## src/rtl/mdu_seq.sv

```systemverilog
// Sequential multiply/divide unit.
// Signed and unsigned multiply (shift-add) and divide (restoring), one bit per cycle.
// The operation runs on operand magnitudes, and the sign is fixed up afterwards.
// Latency is fixed at WIDTH+2 cycles from acceptance to the done pulse.
module mdu_seq #(
  parameter int WIDTH = 32
) (
  input  logic             clk,
  input  logic             rst,
  input  logic             start,
  input  logic [1:0]       op,
  input  logic [WIDTH-1:0] a,
  input  logic [WIDTH-1:0] b,
  input  logic             cancel,
  output logic             busy,
  output logic             done,
  output logic [WIDTH-1:0] hi,
  output logic [WIDTH-1:0] lo,
  output logic             div_by_zero
);

  localparam int CW = $clog2(WIDTH);
  localparam logic [CW-1:0] LAST_STEP = CW'(WIDTH - 1);

  typedef enum logic [1:0] {IDLE, CALC, FIX, DONE} state_t;

  state_t           stateReg, stateNext;
  logic [CW-1:0]    cntReg;
  logic             isDivReg;    // operation in flight is a divide
  logic             negQuoReg;   // product / quotient must be negated
  logic             negRemReg;   // remainder must be negated (negative dividend)
  logic             zeroDivReg;  // divide with a zero divisor
  logic [WIDTH-1:0] magReg;      // |a| for multiply, |b| for divide
  logic [WIDTH-1:0] accHiReg;    // partial product high half / partial remainder
  logic [WIDTH-1:0] accLoReg;    // multiplier bits / dividend bits becoming quotient
  logic [WIDTH-1:0] hiReg, loReg;
  logic             dbzReg;

  logic             accept;
  logic             isSigned, aNeg, bNeg;
  logic [WIDTH-1:0] aMag, bMag;
  logic [WIDTH:0]   mulSum;
  logic [WIDTH:0]   divShift;
  logic [WIDTH+1:0] divDiff;
  logic [WIDTH-1:0] stepHi, stepLo;
  logic [2*WIDTH-1:0] prodRaw, prodFix;
  logic [WIDTH-1:0] quoFix, remFix, fixHi, fixLo;

  // Operand conditioning: signedness from op[0], magnitudes for the iteration.
  always_comb begin
    isSigned = ~op[0];
    aNeg     = isSigned & a[WIDTH-1];
    bNeg     = isSigned & b[WIDTH-1];
    aMag     = aNeg ? -a : a;
    bMag     = bNeg ? -b : b;
  end

  // One iteration: shift-add for multiply, restoring subtract for divide.
  always_comb begin
    mulSum   = {1'b0, accHiReg} + (accLoReg[0] ? {1'b0, magReg} : '0);
    divShift = {accHiReg, accLoReg[WIDTH-1]};
    divDiff  = {1'b0, divShift} - {2'b00, magReg};
    stepHi   = mulSum[WIDTH:1];
    stepLo   = {mulSum[0], accLoReg[WIDTH-1:1]};
    if (isDivReg) begin
      // Non-negative difference means the divisor fits; the top two bits are then both zero.
      if (divDiff[WIDTH+1:WIDTH] == 2'b00) begin
        stepHi = divDiff[WIDTH-1:0];
        stepLo = {accLoReg[WIDTH-2:0], 1'b1};
      end else begin
        stepHi = divShift[WIDTH-1:0];
        stepLo = {accLoReg[WIDTH-2:0], 1'b0};
      end
    end
  end

  // Sign correction applied in FIX. A zero divisor leaves |a| in the remainder,
  // so the remainder fix restores a; the quotient is then forced to all ones.
  always_comb begin
    prodRaw = {accHiReg, accLoReg};
    prodFix = negQuoReg ? -prodRaw : prodRaw;
    quoFix  = negQuoReg ? -accLoReg : accLoReg;
    remFix  = negRemReg ? -accHiReg : accHiReg;
    fixHi   = prodFix[2*WIDTH-1:WIDTH];
    fixLo   = prodFix[WIDTH-1:0];
    if (isDivReg) begin
      fixHi = remFix;
      fixLo = zeroDivReg ? '1 : quoFix;
    end
  end

  // Next-state logic; cancel overrides everything, including a simultaneous start.
  always_comb begin
    stateNext = stateReg;
    accept    = 1'b0;
    busy      = (stateReg == CALC) || (stateReg == FIX);
    done      = (stateReg == DONE);
    if (cancel) begin
      stateNext = IDLE;
    end else begin
      case (stateReg)
        IDLE, DONE: begin
          if (start) begin
            accept    = 1'b1;
            stateNext = CALC;
          end else begin
            stateNext = IDLE;
          end
        end
        CALC:    if (cntReg == LAST_STEP) stateNext = FIX;
        FIX:     stateNext = DONE;
        default: stateNext = IDLE;
      endcase
    end
  end

  // State register.
  always_ff @(posedge clk or posedge rst) begin
    if (rst) stateReg <= IDLE;
    else     stateReg <= stateNext;
  end

  // Operand capture on acceptance, then one iteration per CALC cycle.
  always_ff @(posedge clk or posedge rst) begin
    if (rst) begin
      cntReg     <= '0;
      isDivReg   <= 1'b0;
      negQuoReg  <= 1'b0;
      negRemReg  <= 1'b0;
      zeroDivReg <= 1'b0;
      magReg     <= '0;
      accHiReg   <= '0;
      accLoReg   <= '0;
    end else if (accept) begin
      cntReg     <= '0;
      isDivReg   <= op[1];
      negQuoReg  <= aNeg ^ bNeg;
      negRemReg  <= aNeg;
      zeroDivReg <= op[1] & (b == '0);
      magReg     <= op[1] ? bMag : aMag;
      accHiReg   <= '0;
      accLoReg   <= op[1] ? aMag : bMag;
    end else if (stateReg == CALC && !cancel) begin
      accHiReg <= stepHi;
      accLoReg <= stepLo;
      cntReg   <= cntReg + CW'(1);
    end
  end

  // Result registers, written only by an uncancelled FIX cycle.
  always_ff @(posedge clk or posedge rst) begin
    if (rst) begin
      hiReg  <= '0;
      loReg  <= '0;
      dbzReg <= 1'b0;
    end else if (stateReg == FIX && !cancel) begin
      hiReg  <= fixHi;
      loReg  <= fixLo;
      dbzReg <= isDivReg & zeroDivReg;
    end
  end

  assign hi          = hiReg;
  assign lo          = loReg;
  assign div_by_zero = dbzReg;

endmodule

```

## config.mk

```make
export PLATFORM = sky130hd
export DESIGN_NAME = mdu_seq
export DESIGN_NICKNAME = d
export VERILOG_FILES = /design/src/rtl/mdu_seq.sv
export SDC_FILE = /design/constraint.sdc
export NUM_CORES = 1
export LEC_CHECK = 0
export ABC_AREA = 1
export CAP_MARGIN = 15
export CORE_MARGIN = 2
export CORE_UTILIZATION = 48
export CTS_CLUSTER_SIZE = 20
export DETAILED_ROUTE_END_ITERATION = 12
export PLACE_DENSITY = 0.7
export SLEW_MARGIN = 20
export SYNTH_ARGS = -nofsm -noshare
export SYNTH_HDL_FRONTEND = slang
export SYNTH_SLANG_ARGS = --single-unit
```

## constraint.sdc

```tcl
create_clock -name clk -period 16.27 [get_ports clk]
set_input_delay 1.627 -clock clk [delete_from_list [all_inputs] [get_ports clk]]
set_output_delay 1.627 -clock clk [all_outputs]
set_load 0.01 [all_outputs]
```

==> flow_metrics.env <==
export IMPL_power_mw=4.21
export IMPL_crit_path_max_fanout=27
export IMPL_synth_seq_cells=172
export IMPL_final_period_utilization_pct=28.2
export IMPL_finalHoldViolations=0
export IMPL_crit_top_cell="nand2_1"
export IMPL_overflow=0
export IMPL_coreArea_um2=34700
export IMPL_drv_slew=0
export IMPL_dieArea_um2=37000
export IMPL_period_needed_ns=4.59
export IMPL_grt_util_all_layers_pct=36.9
export IMPL_seq_power_share_pct=22.0
export IMPL_syn_inst=2804
export IMPL_io_buffer_count=136
export IMPL_p_leak_nw=9.66
export IMPL_cts_hold_buf=0
export IMPL_rsz0062_at_grt="no"
export IMPL_synth_distinct_cells=57
export IMPL_power_density_nw_per_um2=218
export IMPL_cts_tree="yes"
export IMPL_grt_antenna_before_repair=0
export IMPL_worstSkewPairLatency_ns=0.47
export IMPL_vias=19100
export IMPL_die_w_um=192
export IMPL_initial_core_util_pct=49.0
export IMPL_wirelength_um=67600
export IMPL_layout_common_cells="nand2_1, inv_1, nor2_1"
export IMPL_syn_num_nets=2949
export IMPL_avgRoutedWirePerCell_um=20.1
export IMPL_power_switching_mw=2.41
export IMPL_power_internal_mw=1.79
export IMPL_async_flop_share_pct=100
export IMPL_cts_resized=0
export IMPL_yosysSeqAreaShare_pct=25.3
export IMPL_final_area_um2=19300
export IMPL_start_kind="primary input"
export IMPL_clockBufferDepth=2
export IMPL_drive_gt1_share_pct=4.17
export IMPL_cts_root_buffer="clkbuf_16"
export IMPL_crit_type="primary input to flip-flop"
export IMPL_hold_class="flip-flop to flip-flop"
export IMPL_grt_pass1_wl_um=103000
export IMPL_wl_met1_um=27300
export IMPL_r2r_start="accLoReg[0]$_DFFE_PP0P_"
export IMPL_met3_length_um=5790
export IMPL_place_area_um2=18700
export IMPL_wl_met2_um=30100
export IMPL_holdPathEnd="cntReg[3]$_DFFE_PP0P_"
export IMPL_crit_chain="clkdlybuf4s50_1, inv_1, nand2_1, inv_1, nand2_1, clkinv_1, nand2_1, nand3b_1, nand2_1"
export IMPL_cpMaxStageDelayCell="clkinv_1"
export IMPL_fmax_ghz=0.218
export IMPL_clk_pin_slew_ns=0.07
export IMPL_critPathRequiredTime_ns=16.62
export IMPL_regToRegSetupSlack_ns=12.31
export IMPL_via_per_inst=5.68
export IMPL_reg2regPathDepth=20
export IMPL_swShare_pct=57.3
export IMPL_dp_cells=3327
export IMPL_cts_buffers=17
export IMPL_relSlewSlack_pct=32.5
export IMPL_pwr_share_clk_pct=9.9
export IMPL_mostFrequentLayoutCell="nand2_1"
export IMPL_critPathArrivalTime_ns=4.94
export IMPL_dp_hpwl_um=53900
export IMPL_grt_max_degree=73
export IMPL_htree_num_levels=4
export IMPL_die_y_um=192
export IMPL_maxUsedRoutingLayer="met4"
export IMPL_status="finished clean"
export IMPL_areaGrowthSynthToFinish_pct=13.3
export IMPL_drcViolationCount=0
export IMPL_drt_pass1_iterations=6
export IMPL_critPathCaptureType="flip-flop"
export IMPL_combPwrFrac_pct=68.0
export IMPL_cap_violations=0
export IMPL_drt_initial_drc_count=2068
export IMPL_worstReg2RegEnd="accHiReg[25]$_DFFE_PP0P_"
export IMPL_ys_flop_type="dfrtp_1"
export IMPL_routabilityCongestion=1.01
export IMPL_ir_drop_mv=0.167
export IMPL_rows=68
export IMPL_final_setup_tns_ns=0
export IMPL_nets=3036
export IMPL_netlist_area_um2=17000
export IMPL_worst_pin_slew_ns=1.01
export IMPL_insertedDiodeCount=0
export IMPL_clkSinkCount=172
export IMPL_synth_edf_count=0
export IMPL_setup_violations_final=0
export IMPL_clock_skew_ns=0.0199
export IMPL_io_pins=137
export IMPL_final_cells=3359
export IMPL_slowest_delay_ns=0.93
export IMPL_cts_setup_buffers=0
export IMPL_syn_avg_cell_area_um2=6.07
export IMPL_hp_start="cntReg[3]$_DFFE_PP0P_"
export IMPL_ys_warn_count=0
export IMPL_antenna_left=0
export IMPL_hold_depth=1
export IMPL_grt_pass1_vias=18100
==> Yosys cell counts (21+ instances only) <==
cell type / instances / share of area, %
a21oi_1: 121 / 3.6
a31oi_1: 24 / 0.88
clkbuf_1: 56 / 1.2
dfrtp_1: 172 / 25
ha_1: 73 / 5.4
inv_1: 405 / 8.9
nand2_1: 878 / 19
nand2_2: 28 / 1.0
nand3_1: 206 / 6.1
nand3b_1: 21 / 0.93
nand4_1: 25 / 0.92
nor2_1: 308 / 6.8
nor3_1: 29 / 0.85
o211ai_1: 31 / 1.4
o21ai_0: 144 / 4.2
xnor2_1: 30 / 1.5
xor2_1: 84 / 4.3
==> logic make-up (layout without fill, tap and decap cells) <==
logic type,Yosys count,count (layout),synth area share (%)
compound gates,396,396,13.5
xor+xnor,114,114,5.87
fa+ha+maj,75,75,5.60
buf+inv,497,597,11.4
flops,172,172,25.3
simple gates,1550,1550,38.4
==> area by class of cell <==
cell class	count	area [um2]
sequential	172	4310
tap	455	569
fill	3618	15400
clock inverter	13	129
multi-input combinational	2135	10800
timing repair buffer	149	1460
clock buffer	19	453
inverter	416	1570
==> how the worst max path moves through the flow <==
stage | slack (ns) | endpoint | from
finish | 11.68 | accHiReg[20]$_DFFE_PP0P_ | cancel
global route | 11.54 | accHiReg[2]$_DFFE_PP0P_ | cancel
CTS | 11.75 | accHiReg[20]$_DFFE_PP0P_ | cancel
detailed placement | 11.30 | accHiReg[9]$_DFFE_PP0P_ | cancel
global placement | 11.41 | accHiReg[15]$_DFFE_PP0P_ | cancel
floorplan | 9.98 | accHiReg[0]$_DFFE_PP0P_ | rst
==> per-stage QoR <==
| stage | hold slack (ns) | worst slack [ns] | utilization [%] |
|---|---|---|---|
| floorplan | 0.434 | 9.98 | - |
| global placement | 0.451 | 11.41 | 53.9 |
| detailed placement | 0.465 | 11.30 | 53.9 |
| finish | 0.478 | 11.68 | 55.6 |
| global route | 0.488 | 11.54 | 55.6 |
| CTS | 0.477 | 11.75 | 55.6 |
==> registers in the layout, summed over array words and instances (netlist names), 2 cells and up <==
name / count
hi: 32
stateReg: 2
magReg: 32
accHiReg: 32
cntReg: 5
accLoReg: 32
lo: 32
==> worst max-delay path: cells and delay by family <==
kind                   cells  cell delay (ns)
AND/OR/NAND/NOR            5             1.58
buffers and inverters      4             1.71
==> per-layer routing <==
metal	track usage, %	vias to the layer above
li1	-	9131
met1	47.1	8775
met2	58.9	957
met3	6.13	204
met4	21.8	0
met5	0	-
==> power by group through the flow <==
stage | Clock [mW] | Sequential, mW | Combinational [mW]
after floorplan | 0 | 0.804 | 1.94
after global placement | 0 | 0.915 | 2.77
after detailed placement | 0 | 0.916 | 2.79
after CTS | 0.419 | 0.910 | 2.81
after global routing | 0.435 | 0.935 | 3.17
final | 0.418 | 0.926 | 2.86
Note: power is estimated with default switching activity, not from simulation.
